<file path="src/rtl/gpio_pad_pkg.sv">
// gpio_pad_pkg: shared definitions for the GPIO pad sense slice.
//   - pad drive mode encodings ({mode1, mode0})
//   - debounce FSM state type
//   - decoded pad configuration struct and its decode function
package gpio_pad_pkg;

    localparam logic [1:0] MODE_INVALID = 2'b00;
    localparam logic [1:0] MODE_INPUT   = 2'b01;
    localparam logic [1:0] MODE_OUTPUT  = 2'b10;
    localparam logic [1:0] MODE_PULL    = 2'b11;

    typedef enum logic {
        DB_STABLE  = 1'b0,
        DB_QUALIFY = 1'b1
    } db_state_t;

    typedef struct packed {
        logic outenb;
        logic pu;
        logic pd;
    } pad_cfg_t;

    // Invalid mode keeps the previous readback so the core never sees a
    // transient bogus pull/drive configuration.
    function automatic pad_cfg_t decode_mode(input logic [1:0] mode,
                                             input logic       out_val,
                                             input pad_cfg_t   prev);
        pad_cfg_t cfg;
        cfg = prev;
        case (mode)
            MODE_OUTPUT: cfg = '{outenb: 1'b0, pu: 1'b0,    pd: 1'b0};
            MODE_INPUT:  cfg = '{outenb: 1'b1, pu: 1'b0,    pd: 1'b0};
            MODE_PULL:   cfg = '{outenb: 1'b1, pu: out_val, pd: ~out_val};
            default:     cfg = prev;
        endcase
        return cfg;
    endfunction

endpackage

</file>
<file path="src/rtl/gpio_pad_sense_if.sv">
// gpio_pad_sense_if: pad-ring side signal bundle of one GPIO pad.
//   gpio_in_pad      pad input buffer output (asynchronous)
//   gpio_inenb_pad   input buffer disable (1 = off)
//   gpio_out_pad     value driven to the pad / pull direction in pull mode
//   gpio_outenb_pad  output driver disable
//   gpio_mode1_pad, gpio_mode0_pad  pad drive mode
// master = pad ring (drives the bundle), slave = gpio_pad_sense (observes it).
interface gpio_pad_sense_if;
    logic gpio_in_pad;
    logic gpio_inenb_pad;
    logic gpio_out_pad;
    logic gpio_outenb_pad;
    logic gpio_mode1_pad;
    logic gpio_mode0_pad;

    modport master (
        output gpio_in_pad, gpio_inenb_pad, gpio_out_pad,
               gpio_outenb_pad, gpio_mode1_pad, gpio_mode0_pad
    );

    modport slave (
        input  gpio_in_pad, gpio_inenb_pad, gpio_out_pad,
               gpio_outenb_pad, gpio_mode1_pad, gpio_mode0_pad
    );
endinterface

</file>
<file path="src/rtl/gpio_debounce.sv">
// gpio_debounce: two-flop synchronizer followed by a debounce FSM.
//   clk, resetn  core clock, asynchronous active-low reset
//   din          asynchronous input
//   dout         debounced input; changes only after the synchronized value
//                differs from it for DEBOUNCE_CYC consecutive cycles
//   dbg_state    current FSM state (STABLE / QUALIFY)
module gpio_debounce
    import gpio_pad_pkg::*;
#(
    parameter int DEBOUNCE_W   = 4,
    parameter int DEBOUNCE_CYC = 8
) (
    input  logic      clk,
    input  logic      resetn,
    input  logic      din,
    output logic      dout,
    output db_state_t dbg_state
);

    localparam logic [0:0] ST_STABLE  = DB_STABLE;
    localparam logic [0:0] ST_QUALIFY = DB_QUALIFY;
    // Terminal count; DEBOUNCE_CYC <= 2^DEBOUNCE_W so this always fits.
    localparam logic [DEBOUNCE_W-1:0] CNT_LAST = DEBOUNCE_W'(DEBOUNCE_CYC - 1);

    logic                  sync1;
    logic                  sync2;
    logic [0:0]            state;
    logic [DEBOUNCE_W-1:0] cnt;

    always_ff @(posedge clk or negedge resetn) begin
        if (!resetn) begin
            sync1 <= 1'b0;
            sync2 <= 1'b0;
        end else begin
            sync1 <= din;
            sync2 <= sync1;
        end
    end

    // cnt counts consecutive cycles where sync2 disagrees with dout; it only
    // increments below CNT_LAST, so it cannot wrap.
    always_ff @(posedge clk or negedge resetn) begin
        if (!resetn) begin
            state <= ST_STABLE;
            cnt   <= '0;
            dout  <= 1'b0;
        end else begin
            case (state)
                ST_STABLE: begin
                    if (sync2 != dout) begin
                        if (DEBOUNCE_CYC == 1) begin
                            dout <= sync2;
                        end else begin
                            cnt   <= DEBOUNCE_W'(1);
                            state <= ST_QUALIFY;
                        end
                    end
                end
                ST_QUALIFY: begin
                    if (sync2 == dout) begin
                        cnt   <= '0;
                        state <= ST_STABLE;
                    end else if (cnt == CNT_LAST) begin
                        dout  <= sync2;
                        cnt   <= '0;
                        state <= ST_STABLE;
                    end else begin
                        cnt <= cnt + DEBOUNCE_W'(1);
                    end
                end
                default: begin
                    cnt   <= '0;
                    state <= ST_STABLE;
                end
            endcase
        end
    end

    assign dbg_state = db_state_t'(state);

endmodule

</file>
<file path="src/rtl/gpio_pad_sense.sv">
// gpio_pad_sense: per-pad GPIO sense slice.
//   clk, resetn     core clock, asynchronous active-low reset
//   pad             pad-ring bundle (slave modport)
//   irq_en[1:0]     bit0 rising-edge irq enable, bit1 falling-edge irq enable
//   irq_clr         single-cycle clear of irq
//   gpio_in         debounced input
//   gpio_rise/fall  one-cycle pulses the cycle after gpio_in changes
//   irq             sticky interrupt (set has priority over clear)
//   gpio_outenb, gpio_pu, gpio_pd  registered mode decode
//   cfg_err         illegal pad configuration, one cycle after the inputs
//   dbg_state       debounce FSM state
module gpio_pad_sense
    import gpio_pad_pkg::*;
#(
    parameter int DEBOUNCE_W   = 4,
    parameter int DEBOUNCE_CYC = 8
) (
    input  logic                    clk,
    input  logic                    resetn,
    gpio_pad_sense_if.slave         pad,
    input  logic [1:0]              irq_en,
    input  logic                    irq_clr,
    output logic                    gpio_in,
    output logic                    gpio_rise,
    output logic                    gpio_fall,
    output logic                    irq,
    output logic                    gpio_outenb,
    output logic                    gpio_pu,
    output logic                    gpio_pd,
    output logic                    cfg_err,
    output db_state_t               dbg_state
);

    logic       din;
    logic       gpio_in_d;
    logic       irq_set;
    logic [1:0] mode;
    pad_cfg_t   cfg_q;

    // A disabled input buffer reads as 0 and goes through the same debounce.
    assign din  = pad.gpio_in_pad & ~pad.gpio_inenb_pad;
    assign mode = {pad.gpio_mode1_pad, pad.gpio_mode0_pad};

    gpio_debounce #(
        .DEBOUNCE_W   (DEBOUNCE_W),
        .DEBOUNCE_CYC (DEBOUNCE_CYC)
    ) u_debounce (
        .clk       (clk),
        .resetn    (resetn),
        .din       (din),
        .dout      (gpio_in),
        .dbg_state (dbg_state)
    );

    assign irq_set = (gpio_rise & irq_en[0]) | (gpio_fall & irq_en[1]);

    always_ff @(posedge clk or negedge resetn) begin
        if (!resetn) begin
            gpio_in_d <= 1'b0;
            gpio_rise <= 1'b0;
            gpio_fall <= 1'b0;
            irq       <= 1'b0;
        end else begin
            gpio_in_d <= gpio_in;
            gpio_rise <= gpio_in & ~gpio_in_d;
            gpio_fall <= ~gpio_in & gpio_in_d;
            if (irq_set) begin
                irq <= 1'b1;
            end else if (irq_clr) begin
                irq <= 1'b0;
            end
        end
    end

    always_ff @(posedge clk or negedge resetn) begin
        if (!resetn) begin
            cfg_q   <= '{outenb: 1'b1, pu: 1'b0, pd: 1'b0};
            cfg_err <= 1'b0;
        end else begin
            cfg_q   <= decode_mode(mode, pad.gpio_out_pad, cfg_q);
            cfg_err <= (mode == MODE_INVALID)
                     | (pad.gpio_outenb_pad != ~pad.gpio_mode1_pad)
                     | (pad.gpio_inenb_pad  != ~pad.gpio_mode0_pad);
        end
    end

    assign gpio_outenb = cfg_q.outenb;
    assign gpio_pu     = cfg_q.pu;
    assign gpio_pd     = cfg_q.pd;

endmodule

</file>
<file path="src/flat_wrapper.sv">
// flat-port wrapper written by rule: the top's interface ports become plain ports
module gpio_pad_sense_flat import gpio_pad_pkg::*;
#(
    parameter int DEBOUNCE_W   = 4,
    parameter int DEBOUNCE_CYC = 8
)
  (clk, resetn, irq_en, irq_clr, gpio_in, gpio_rise, gpio_fall, irq, gpio_outenb, gpio_pu, gpio_pd, cfg_err, dbg_state, pad_gpio_in_pad, pad_gpio_inenb_pad, pad_gpio_out_pad, pad_gpio_outenb_pad, pad_gpio_mode1_pad, pad_gpio_mode0_pad);
  gpio_pad_sense_if pad_i ();
  input  logic clk;
  input  logic resetn;
  input  logic [1:0] irq_en;
  input  logic irq_clr;
  output logic gpio_in;
  output logic gpio_rise;
  output logic gpio_fall;
  output logic irq;
  output logic gpio_outenb;
  output logic gpio_pu;
  output logic gpio_pd;
  output logic cfg_err;
  output db_state_t dbg_state;
  input wire logic [$bits(pad_i.gpio_in_pad)-1:0] pad_gpio_in_pad;
  input wire logic [$bits(pad_i.gpio_inenb_pad)-1:0] pad_gpio_inenb_pad;
  input wire logic [$bits(pad_i.gpio_out_pad)-1:0] pad_gpio_out_pad;
  input wire logic [$bits(pad_i.gpio_outenb_pad)-1:0] pad_gpio_outenb_pad;
  input wire logic [$bits(pad_i.gpio_mode1_pad)-1:0] pad_gpio_mode1_pad;
  input wire logic [$bits(pad_i.gpio_mode0_pad)-1:0] pad_gpio_mode0_pad;
  assign pad_i.gpio_in_pad = pad_gpio_in_pad;
  assign pad_i.gpio_inenb_pad = pad_gpio_inenb_pad;
  assign pad_i.gpio_out_pad = pad_gpio_out_pad;
  assign pad_i.gpio_outenb_pad = pad_gpio_outenb_pad;
  assign pad_i.gpio_mode1_pad = pad_gpio_mode1_pad;
  assign pad_i.gpio_mode0_pad = pad_gpio_mode0_pad;
  gpio_pad_sense #(.DEBOUNCE_W(DEBOUNCE_W), .DEBOUNCE_CYC(DEBOUNCE_CYC)) u_core (.clk(clk), .resetn(resetn), .pad(pad_i), .irq_en(irq_en), .irq_clr(irq_clr), .gpio_in(gpio_in), .gpio_rise(gpio_rise), .gpio_fall(gpio_fall), .irq(irq), .gpio_outenb(gpio_outenb), .gpio_pu(gpio_pu), .gpio_pd(gpio_pd), .cfg_err(cfg_err), .dbg_state(dbg_state));
endmodule
</file>
<file path="config.mk">
export PLATFORM = sky130hd
export DESIGN_NAME = gpio_pad_sense_flat
export DESIGN_NICKNAME = d
export VERILOG_FILES = /design/src/rtl/gpio_pad_pkg.sv /design/src/rtl/gpio_pad_sense_if.sv /design/src/rtl/gpio_debounce.sv /design/src/rtl/gpio_pad_sense.sv /design/src/flat_wrapper.sv
export SDC_FILE = /design/constraint.sdc
export NUM_CORES = 1
export LEC_CHECK = 0
export BUFFER_PORTS_ARGS = -buffer_cell sky130_fd_sc_hd__buf_2
export CORE_AREA = 2 2 52 54
export DETAILED_ROUTE_END_ITERATION = 16
export DIE_AREA = 0 0 54 56
export PLACE_DENSITY_LB_ADDON = 0.08
export SETUP_SLACK_MARGIN = 0.4
export SYNTH_ARGS = -nofsm -noshare
export SYNTH_HDL_FRONTEND = slang
export SYNTH_SLANG_ARGS = --single-unit
</file>
<file path="constraint.sdc">
create_clock -name clk -period 1.4 [get_ports clk]
set_input_delay 0.07 -clock clk [delete_from_list [all_inputs] [get_ports clk]]
set_output_delay 0.07 -clock clk [all_outputs]
set_load 0.02 [all_outputs]
</file>
Word-level counts from Yosys, hierarchy flattened
Cells that the tools add are included.
{"block": "word_totals", "reg_bits": 16, "inputBits": 11, "elab_cells": 54}
{"block": "classes", "addsub": 1, "n_eq_ne": 9, "n_mux": 11, "bitwise": 16, "reduce_logical": 4}
{"op": "two-way mux 4 bit", "n": 3}
{"op": "one-hot mux 3 bit (3 select lines)", "n": 1}
{"op": "NOT 1 bit", "n": 8}
{"op": "one-hot mux 4 bit (2 select lines)", "n": 1}
{"op": "bitwise AND 1 bit", "n": 5}
{"op": "two-way mux 1 bit", "n": 5}
{"op": "adder 4 x 1 -> 4 bit, second input constant", "n": 1}
{"op": "equality test 2 bit, second input constant", "n": 2}
{"op": "equality test 4 x 3 -> 1 bit, second input constant", "n": 1}
{"op": "inequality test 1 bit", "n": 3}
{"op": "bitwise OR 1 bit", "n": 3}
{"op": "AND reduction 3 bit", "n": 1}
{"op": "nonzero test 3 bit", "n": 1}
{"op": "equality test 2 x 1 -> 1 bit, second input constant", "n": 1}
{"op": "logical NOT 2 bit", "n": 1}
{"op": "inequality test 2 bit, second input constant", "n": 1}
{"op": "one-hot mux 1 bit (2 select lines)", "n": 1}
{"op": "nonzero test 2 bit", "n": 1}
{"op": "equality test 1 bit", "n": 1}

Depth between registers and ports, before layout
Gate-level depths: netlist of the first run.
{"block": "depth", "depth_word": 4, "depth_mapped": 4}

Modules after synthesis
A second synthesis of the first run with hierarchy kept.
{"block": "unflattened", "cells_unflattened": 55, "hier_area_um2": 684.4}
{"module": "gpio_debounce", "n_inst": 1, "cells_per_inst": 30, "area_per_inst_um2": 366.6, "seq_area_each_um2": 200.2}
{"module": "gpio_pad_sense", "n_inst": 1, "cells_per_inst": 25, "area_per_inst_um2": 317.8, "seq_area_each_um2": 201.4}

Worst setup path before layout of the first run
OpenSTA, ideal clock, no wires.
{"block": "synth_path", "path_type": "flip-flop to flip-flop", "start": "register u_core.u_debounce.cnt[0]", "end": "register u_core.u_debounce.dout", "setup_ns": 0.125, "arrival_ns": 1.168, "slack_ns": 0.107, "stages_incl_launch_ff": 5, "n_path_buf": 0, "cell_sequence": "dfrtp_1 -> ha_1 -> and3b_1 -> nand2_1 -> mux2_4"}
{"block": "synth_between", "elab_chain_len": 2}
{"element": "start: declaration", "line_no": "gpio_debounce.sv:28", "text": "logic [DEBOUNCE_W-1:0] cnt;"}
{"element": "start signal: assignment", "line_no": "gpio_debounce.sv:68", "text": "cnt <= cnt + DEBOUNCE_W'(1);"}
{"element": "equality test 4 x 3 -> 1 bit", "line_no": "gpio_debounce.sv:63", "text": "end else if (cnt == CNT_LAST) begin"}
{"element": "AND reduction 3 bit (no line)"}
{"element": "end signal: assignment", "line_no": "gpio_debounce.sv:52", "text": "dout <= sync2;"}
{"element": "end signal: assignment", "line_no": "gpio_debounce.sv:64", "text": "dout <= sync2;"}
{"element": "end: declaration", "line_no": "gpio_debounce.sv:16", "text": "output logic dout,"}
No other way between the ends.
A chain may end at the register's enable or synchronous reset.

Worst setup path after layout of the first run
Same ends and word-level chain as after synthesis.

==> results.md, run 1 <==
* IO buf count at 19
* Die Wd at 54 um
* Worst-path cell chain: ha_2 -> and3b_1 -> nand2_1 -> mux2_4
* Max-cap violations at 0
* H-tree Lvls at 1
* Initial antenna violation count at 0
* DRT iter0 DRCs at 7
* Vias per std cell at 4.322
* Worst r2r path cells at 4
* Crit-path slowest cell: dfrtp_1
* Power Total at 0.0009434 W
* CTS Sinks at 16
* Ant. Diodes at 0
* Final period util at between 80% and 90%
* Total grt overflow at 0
* FF+latch count, synth at 16
* Netlist Area Pre-Place at approximately 660 sq um
* Leakage power at 0.4869 nW
* Root buf cell: clkbuf_4
* Die Y at 56 um
* Crit path required time at 1.58 ns
* Worst slew pin tran at 0.3655 ns
* Largest net degree at the start of global routing at 17
* Worst min path class: in2reg
* Endpoint type of the worst setup path: flop
* Syn avg cell area at 11.33 sq um
* Global-route wire length before repair at between 1.5 and 2 mm
* Pwr per Cell Area at roughly 970 nW/um^2
* CTS Buf Count at 3
* Vias at 523
* Largest register by flop count: u_core.u_debounce.cnt
* Io pins at 20
* CTS tree: done
* Syn nets at 70
* CP Class: reg2reg
* Worst path max stage delay at 0.40 ns
* Setup_tns at 0 ns
* Total track usage at about a tenth
* Startpoint types: flop
* Initial Utilization at 27.01%
* Final wirelength at ~1.3 mm
* Final hold violations at 0
* Crit path max fanout at 2
* Setup violators final at 0
* Fin nets at 104
* FF-to-FF setup slack at 0.15 ns
* Core Util, Final at 40.17%
* CP Launch Point: u_core.u_debounce.cnt[0]
* Seq/Total Area, Yosys at a little over 60%
* Slew Limit Headroom at between 70% and 80%
* Worst Skew at 0.005216 ns
* Vias in the first global route at 462
* CTS clk-pin slew, worst paths at 0.10 ns
* RSZ-0062 raised after global routing: true
* P&R area growth vs syn at 48.76%
* Worst skew pair latency at 0.29 ns
* # fillers at 246
* Pre-antenna DRT Iters at 4
* R2R Path End: u_core.u_debounce.dout
* Final ANT Viol Nets at 0
* Critical path endpoint: u_core.u_debounce.dout
* RR Startpoint: u_core.u_debounce.cnt[0]
* Row cnt at 18
* Post-Syn Instances at 58
* Drt drc at 0
* Per-cell routed wire length at approximately 11 um
* Status: completed
* Yosys cell types at 23
* Hpwl dp at between 800 and 900 um
* FMAX at 0.7972 GHz
* Warnings from Yosys at 0
* Core Area at approximately 2400 sq um
* Critical path arrival at 1.43 ns
* Buffer levels on the longest clock path at 2
* Max-slew violation count at 0
* Die area at about 3000 sq um
* Share of cells above drive strength 1 at 43.96%
* Largest register FFs at 4
* Routability Congestion at just over 0.7
* Final Critical Period at 1.254 ns
* Max IR drop VDD at about 0.59 mV
[synthesized netlist by cell type (all sizes together)]
master | number | share of area (%)
mux2 | 1 | 2.3
dfrtp | 15 | 57
nand3 | 4 | 3.0
nor4b | 1 | 1.3
nor2b | 2 | 1.9
xnor2 | 1 | 1.3
nor2 | 2 | 1.1
and3b | 1 | 1.3
a21oi | 1 | 0.76
o22ai | 1 | 0.95
and2b | 1 | 1.1
a21o | 1 | 1.1
inv | 3 | 1.7
o21ai | 5 | 3.8
dfstp | 1 | 4.0
ha | 1 | 1.9
nand2 | 9 | 5.1
a22oi | 1 | 1.1
mux2i | 1 | 1.5
buf | 1 | 1.1
o21a | 1 | 1.1
xor2 | 3 | 4.0
a31oi | 1 | 0.95
[final cells by class]
cell class	count	area (sq um)	area share [%]
tap	30	37.54	3.841
multi-input combinational	38	286.5	29.32
clock buffer	4	36.28	3.713
timing repair buffer	30	200.2	20.49
sequential	16	405.4	41.49
inverter	3	11.26	1.152
[worst min path at each step]
stage,slack [ns],depth (start not counted),start,endpoint
2_1_floorplan,-0.23,0,resetn,u_core.cfg_err
3_3_place_gp,0.01,1,resetn,u_core.irq
3_5_place_dp,0.02,1,resetn,u_core.irq
4_1_cts,0.003,3,irq_en[1],u_core.irq
5_1_grt,0.02,2,pad_gpio_mode1_pad,u_core.cfg_err
6_report,0.01,3,irq_en[1],u_core.irq
[metrics by stage]
step | area, sq um | std cells | setup slack, ns | hold slack, ns
finish | 977.2 | 121 | 0.1456 | 0.01149
global route | 977.2 | 121 | 0.1008 | 0.01917
CTS | 934.6 | 120 | 0.1366 | 0.002906
detailed placement | 792.0 | 106 | 0.1195 | 0.01532
global placement | 792.0 | 106 | 0.1441 | 0.01086
floorplan | 666.9 | 58 | 0.1766 | -0.2256
[cell families (layout without fill, tap and decap cells)]
family          Yosys count  after routing  share of synthesized area [%]
compound gates           11             11                          9.906
flops                    16             16                          61.14
fa+ha+maj                 1              1                          1.904
xor+xnor                  4              4                          5.334
buf+inv                   4             37                          2.857
simple gates             20             20                          15.05
mux                       2              2                          3.809
[cells in the final DEF, fill, tap and decap left out, types with 2 or more instances in the layout]
master	instances
dfrtp_1	12
buf_2	18
o21ai_0	2
nand3_1	4
o21ai_1	2
xor2_1	2
nor2b_1	2
buf_4	5
dlygate4sd3_1	5
clkbuf_4	3
buf_6	2
nand2_1	9
dfrtp_2	3
inv_1	3
[where the power goes]
group / internal [W] / total, W / switching [W]
Combinational: 0.0000684 / 0.000131 / 0.0000628
Sequential: 0.000484 / 0.000500 / 0.0000153
Clock: 0.000158 / 0.000313 / 0.000154
[worst max-delay path: cells and delay by family (launching register included)]
kind,cells,cell delay [ns]
multiplexers,1,0.29
adder cells (fa/ha/maj),1,0.19
AND/OR/NAND/NOR,2,0.26
flip-flops,1,0.40
[per-layer routing]
layer | GRT usage, % | routed length [um] | vias to the layer above
met3 | 5.645 | 101 | 2
met1 | 9.732 | 537 | 240
li1 | - | - | 263
met5 | 0 | 0 | -
met4 | 3.214 | 12 | 0
met2 | 14.98 | 646 | 18
[what timing repair did]
item / 4_1_cts / 5_1_grt
pin swaps: 4 / 3
hold buffers: 5 / 0
resized for setup: 5 / 10
buffers inserted: 5 / 1
setup endpoints to repair: 9 / 8
hold endpoints to repair: 19 / 0
No activity file was read; power rests on OpenSTA's default activity.
==> run 2: changes to the inputs <==
--- a/config.mk
+++ b/config.mk
@@ -9,7 +9,7 @@
 export CORE_AREA = 2 2 52 54
 export DETAILED_ROUTE_END_ITERATION = 16
 export DIE_AREA = 0 0 54 56
-export PLACE_DENSITY_LB_ADDON = 0.08
+export PLACE_DENSITY = 0.53
 export SETUP_SLACK_MARGIN = 0.4
 export SYNTH_ARGS = -nofsm -noshare
 export SYNTH_HDL_FRONTEND = slang
==> run 2 against run 1 <==
Net effect: non-clock buffer count is 2 lower; via count is 0.96% lower; flip-flop and latch count stayed put; sequential power hardly changed; register-to-register slack better by 0.02 ns; fmax is 1.9% higher; hold slack better by 0.0056 ns; first-iteration DRC count is 29% higher.
==> results.md, run 2 (synthesis gave the netlist of run 1 again) <==
* DRT iter0 DRCs at 9 (+2)
* Core Area at 2432 sq um (unchanged)
* Initial Utilization at 27.01% (unchanged)
* Final period util at 87.96% (-1.6 points)
* Net switching power at 0.0002221 W (-4.4%)
* Clk network pwr share at 33.0% (-0.2 points)
* Ant. Diodes at 0 (unchanged)
* CTS clk-pin slew, worst paths at 0.09 ns (about the same)
* Max IR drop VDD at 0.3982 mV (-32%)
* Initial antenna violation count at 0 (unchanged)
* Pre-antenna DRT Iters at 4 (unchanged)
* FMAX at 0.8121 GHz (+1.9%)
* Switching share of power at 23.99% (-0.64 points)
* H-tree Lvls at 1 (unchanged)
* Largest register FFs at 4 (unchanged)
* Die Wd at 54 um (unchanged)
* Root buf cell: clkbuf_4
* Cells after DPL at 106 (unchanged)
* Row cnt at 18 (unchanged)
* Vias per std cell at 4.353 (+0.71%)
* P&R area growth vs syn at 40.95%
* Seq pwr share at 53.7% (+0.8 points)
* Endpoint type of the worst setup path: flop
* Vias at 518 (-0.96%)
* Crit path max fanout at 3 (+1)
* RR Startpoint: u_core.u_debounce.cnt[0]
* Worst skew pair latency at 0.28 ns (about the same)
* Die area at 3024 sq um (unchanged)
* RSZ-0062 raised after global routing: true
* CP Launch Point: u_core.u_debounce.cnt[0]
* Max-cap violations at 0 (unchanged)
* Combinational power share at 13.3% (-0.6 points)
* IO buf count at 19 (unchanged)
* Worst slew pin tran at 0.3646 ns (-0.0008780 ns)
* Final ANT Viol Nets at 0 (unchanged)
* Share of cells above drive strength 1 at 38.20% (-5.8 points)
* Io pins at 20 (unchanged)
* Total track usage at 10.04% (+0.74 points)
* Worst Skew at 0.0005363 ns (-0.004680 ns)
* Post-Layout Cell Count at 119 (-1.7%)
* Worst min path class: in2reg
* Per-cell routed wire length at 10.87 um (+1.4%)
* Commonest non-fill, non-tap cell in the layout: buf_2
* Buffer levels on the longest clock path at 2 (unchanged)
* FF-to-FF setup slack at 0.17 ns (+0.02 ns)
* Setup_tns at 0 ns (unchanged)
* CP Class: reg2reg
* Final wirelength at 1.293 mm (-0.31%)
* Global-route wire length before repair at 2.152 mm (+8.7%)
* Vias in the first global route at 469 (+1.5%)
* Max-slew violation count at 0 (unchanged)
* Die Y at 56 um (unchanged)
* # fillers at 264 (+7.3%)
* Min-delay src: irq_en[1]
* Drt drc at 0 (unchanged)
* Crit path required time at 1.58 ns (about the same)
* Largest net degree at the start of global routing at 17 (unchanged)
* Status: completed
* CTS tree: done
* Routability Congestion at 0.7868 (+11%)
* Slew Limit Headroom at 75.69% (about the same)
* Final Critical Period at 1.231 ns (-0.02298 ns)
* Total grt overflow at 0 (unchanged)
* Hpwl dp at 870.3 um (+5.5%)
* Largest register by flop count: u_core.u_debounce.cnt
* Setup violators final at 0 (unchanged)
* Startpoint types: flop
* Fin nets at 102 (-1.9%)
* Critical path arrival at 1.41 ns (-0.02 ns)
* Most frequent cells in the layout: buf_2 (18), dfrtp_1 (14), nand2_1 (8)
* Final hold violations at 0 (unchanged)
* Leakage power at 0.4737 nW (-2.7%)
* CTS Buf Count at 3 (unchanged)
* CTS Sinks at 16 (unchanged)
* Pwr per Cell Area at 999.7 nW/um^2 (+3.6%)
* Int Pwr at 0.0007035 W (-1.0%)
-- run 2: what timing repair did --
| item | in CTS | in global routing |
|---|---|---|
| hold endpoints to repair | 19 | 0 |
| gates resized for setup | 4 | 1 |
| setup endpoints to repair | 9 | 8 |
| buffers inserted | 4 | 0 |
| hold buffers | 5 | 0 |
| pin swaps | 2 | 0 |
-- run 2: worst paths after layout --
kind,endpoint,cells past startpoint
setup / recovery,u_core.u_debounce.dout,4
min in group asynchronous,u_core.u_debounce.cnt[3],2
setup reg to reg,u_core.u_debounce.dout,4
hold / removal,u_core.irq,3
hold reg to reg,u_core.u_debounce.sync2,0
max in group asynchronous,u_core.gpio_outenb,2
-- run 2: power by group through the flow --
stage | Sequential (W) | Combinational [W] | Clock (W)
final | 0.000497 | 0.000123 | 0.000306
after global placement | 0.000509 | 0.0000866 | 0
after global routing | 0.000500 | 0.000139 | 0.000340
after floorplan | 0.000517 | 0.0000374 | 0
after CTS | 0.000497 | 0.000124 | 0.000321
after detailed placement | 0.000510 | 0.0000884 | 0
-- run 2: routing by layer --
layer,wire length [um],up-vias,GRT usage (%)
met2,587,20,14.11
met4,27,0,8.571
met1,587,238,12.71
met5,0,-,0
met3,90,2,1.882
li1,-,258,-
-- run 2: metrics by stage --
step           power (W)  cell area, sq um  setup slack (ns)  hold WS [ns]  utilization (%)
2_1_floorplan  0.0005546             666.9            0.1766       -0.2256                -
3_3_place_gp   0.0005956             792.0            0.1524      0.003245            32.56
3_5_place_dp   0.0005983             792.0            0.1286      0.006480            32.56
4_1_cts        0.0009427             923.4            0.1605      0.004587            37.96
5_1_grt        0.0009785             925.9            0.1379       0.02198            38.07
6_report       0.0009256             925.9            0.1686       0.01706            38.07
-- run 2: area by class of cell --
| class | instances | area (sq um) | area share (%) |
|---|---|---|---|
| inverters | 3 | 11.26 | 1.216 |
| well taps | 30 | 37.54 | 4.054 |
| multi-input cells | 38 | 256.5 | 27.70 |
| clock buffers | 4 | 36.28 | 3.919 |
| repair buffers | 28 | 181.4 | 19.59 |
| flip-flops and latches | 16 | 402.9 | 43.51 |
-- run 2: critical path, cell delays in order (launching register included) --
cell and delay (ns):
dfrtp_1 0.39, ha_2 0.19, and3b_1 0.19, nand2_2 0.07, mux2_4 0.29
==> run 3: changes to the inputs <==
--- a/config.mk
+++ b/config.mk
@@ -10,6 +10,7 @@
 export DETAILED_ROUTE_END_ITERATION = 16
 export DIE_AREA = 0 0 54 56
 export PLACE_DENSITY = 0.53
+export REMOVE_ABC_BUFFERS = 1
 export SETUP_SLACK_MARGIN = 0.4
 export SYNTH_ARGS = -nofsm -noshare
 export SYNTH_HDL_FRONTEND = slang
==> run 3 against run 2 <==
Net effect: clock skew increased by 0.0025 ns; sequential power increased by 1%; highest routed layer unchanged; largest power group unchanged; clock power decreased by 3%; via count increased by 2.7%; flip-flop and latch count unchanged; utilization increased by 1.7 points; final area increased by 4.5%; largest cell class unchanged; non-clock buffer count increased by 1.
==> results.md, run 3 (synthesis gave the netlist of run 1 again) <==
* Post-Layout Cell Count at 120 (+0.84%)
* Worst Skew at 0.003070 ns (+0.002533 ns)
* Final Critical Period at 1.254 ns (+0.02251 ns)
* Drt drc at 0 (unchanged)
* Endpoint type of the worst setup path: flop
* Net switching power at 0.0002192 W (-1.3%)
* Final wirelength at 1.280 mm (-1.0%)
* Final ANT Viol Nets at 0 (unchanged)
* Pwr per Cell Area at 960.1 nW/um^2 (-4.0%)
* Io pins at 20 (unchanged)
* Row cnt at 18 (unchanged)
* Worst skew pair latency at 0.28 ns (about the same)
* Leakage power at 0.4838 nW (+2.1%)
* Crit path required time at 1.57 ns (about the same)
* Fin nets at 103 (+0.98%)
* Pre-antenna DRT Iters at 4 (unchanged)
* CTS Sinks at 16 (unchanged)
* Final hold violations at 0 (unchanged)
* Cells after DPL at 106 (unchanged)
* Routability Congestion at 0.7983 (+1.5%)
* DRT iter0 DRCs at 6 (-3)
* Commonest non-fill, non-tap cell in the layout: buf_2
* CTS clk-pin slew, worst paths at 0.09 ns (about the same)
* Final period util at 89.57% (+1.6 points)
* # fillers at 240 (-9.1%)
* Die Y at 56 um (unchanged)
* Setup_tns at 0 ns (unchanged)
* Per-cell routed wire length at 10.67 um (-1.8%)
* FF-to-FF setup slack at 0.15 ns (-0.02 ns)
* Worst r2r path cells at 4 (unchanged)
* Vias per std cell at 4.433 (+1.8%)
* Seq pwr share at 54.0% (+0.3 points)
* Critical path arrival at 1.42 ns (about the same)
* IO buf count at 19 (unchanged)
* CP Class: reg2reg
* CTS tree: done
* Crit path max fanout at 2 (-1)
* Hpwl dp at 851.7 um (-2.1%)
* Vias at 532 (+2.7%)
* Register area at 405.4 sq um (+0.62%)
* Total grt overflow at 0 (unchanged)
* Max-slew violation count at 0 (unchanged)
* Clk network pwr share at 32.1% (-0.9 points)
* Vias in the first global route at 521 (+11%)
* H-tree Lvls at 1 (unchanged)
* Share of cells above drive strength 1 at 44.44% (+6.2 points)
* Max-cap violations at 0 (unchanged)
* Ant. Diodes at 0 (unchanged)
* Root buf cell: clkbuf_4
* Min-delay src: pad_gpio_in_pad
* Setup violators final at 0 (unchanged)
* Worst hold slack at 0.01131 ns (-0.005750 ns)
* R2R Path End: u_core.u_debounce.dout
* Status: completed
* Die area at 3024 sq um (unchanged)
* P&R area growth vs syn at 47.24%
* Multi-input logic area at 280.3 sq um (+9.3%)
* Switching share of power at 23.61% (-0.38 points)
* Core Util, Final at 39.76% (+1.7 points)
* Largest register FFs at 4 (unchanged)
* Cells on Worst Hold Path at 2 (-1)
* Die Wd at 54 um (unchanged)
* CTS Buf Count at 3 (unchanged)
* Combinational power share at 13.9% (+0.6 points)
* Buffer levels on the longest clock path at 2 (unchanged)
* Largest net degree at the start of global routing at 17 (unchanged)
* Most frequent cells in the layout: buf_2 (17), dfrtp_1 (12), nand2_1 (9)
* Hold Path Sink: u_core.u_debounce.sync1
* Core Area at 2432 sq um (unchanged)
* Max IR drop VDD at 0.3719 mV (-6.6%)
* Global-route wire length before repair at 2.145 mm (-0.33%)
* RSZ-0062 raised after global routing: true
* Initial Utilization at 27.01% (unchanged)
* RR Startpoint: u_core.u_debounce.cnt[1]
* Largest register by flop count: u_core.u_debounce.cnt
* FMAX at 0.7975 GHz (-1.8%)
* Startpoint types: flop
* Initial antenna violation count at 0 (unchanged)
* Worst min path class: in2reg
* Worst slew pin tran at 0.3560 ns (-0.008618 ns)
* Slew Limit Headroom at 76.27% (+0.57 points)
* Total track usage at 9.920% (-0.12 points)
* Int Pwr at 0.0007094 W (+0.83%)
-- run 3: per-layer routing --
layer / global-route usage [%] / up-vias / routed length (um)
li1: - / 259 / -
met1: 10.83 / 249 / 514
met2: 14.81 / 22 / 630
met3: 2.688 / 2 / 108
met4: 9.286 / 0 / 27
met5: 0 / - / 0
-- run 3: power groups by stage --
stage / clock network [W] / logic (W) / registers (W)
floorplan: 0 / 0.0000319 / 0.000519
global placement: 0 / 0.0000844 / 0.000508
detailed placement: 0 / 0.0000866 / 0.000509
CTS: 0.000314 / 0.000117 / 0.000499
global route: 0.000334 / 0.000145 / 0.000505
finish: 0.000298 / 0.000129 / 0.000502
-- run 3: what timing repair did --
action	4_1_cts	5_1_grt
pin swaps	3	4
hold buffers	4	0
buffers inserted	4	2
gates resized for setup	7	12
endpoints found under the hold margin	19	0
setup endpoints to repair	9	9
-- run 3: critical path, stage by stage, from the launching register on --
cell     delay [ns]
dfrtp_1        0.40
ha_2           0.18
and3b_1        0.19
nand2_1        0.09
mux2_4         0.29
-- run 3: area by class of cell --
cell class / count / area share, %
multi-input combinational: 38 / 28.98
tap: 30 / 3.881
clock buffer: 4 / 3.752
sequential: 16 / 41.91
timing repair buffer: 29 / 20.31
inverter: 3 / 1.164
-- run 3: how the worst max path moves through the flow --
| stage | startpoint | end | cells after the start |
|---|---|---|---|
| global route | u_core.u_debounce.cnt[0] | u_core.u_debounce.dout | 4 |
| detailed placement | u_core.u_debounce.cnt[0] | u_core.u_debounce.dout | 4 |
| floorplan | u_core.u_debounce.cnt[0] | u_core.u_debounce.dout | 4 |
| finish | u_core.u_debounce.cnt[1] | u_core.u_debounce.dout | 4 |
| CTS | u_core.u_debounce.cnt[1] | u_core.u_debounce.dout | 4 |
| global placement | u_core.u_debounce.cnt[0] | u_core.u_debounce.dout | 4 |
-- run 3: per-stage QoR --
stage	setup WS (ns)	total power (W)	cell area [sq um]
floorplan	0.1026	0.0005504	649.4
global placement	0.08220	0.0005926	782.0
detailed placement	0.06184	0.0005959	782.0
CTS	0.1654	0.0009296	913.4
global route	0.1146	0.0009842	967.2
finish	0.1461	0.0009286	967.2
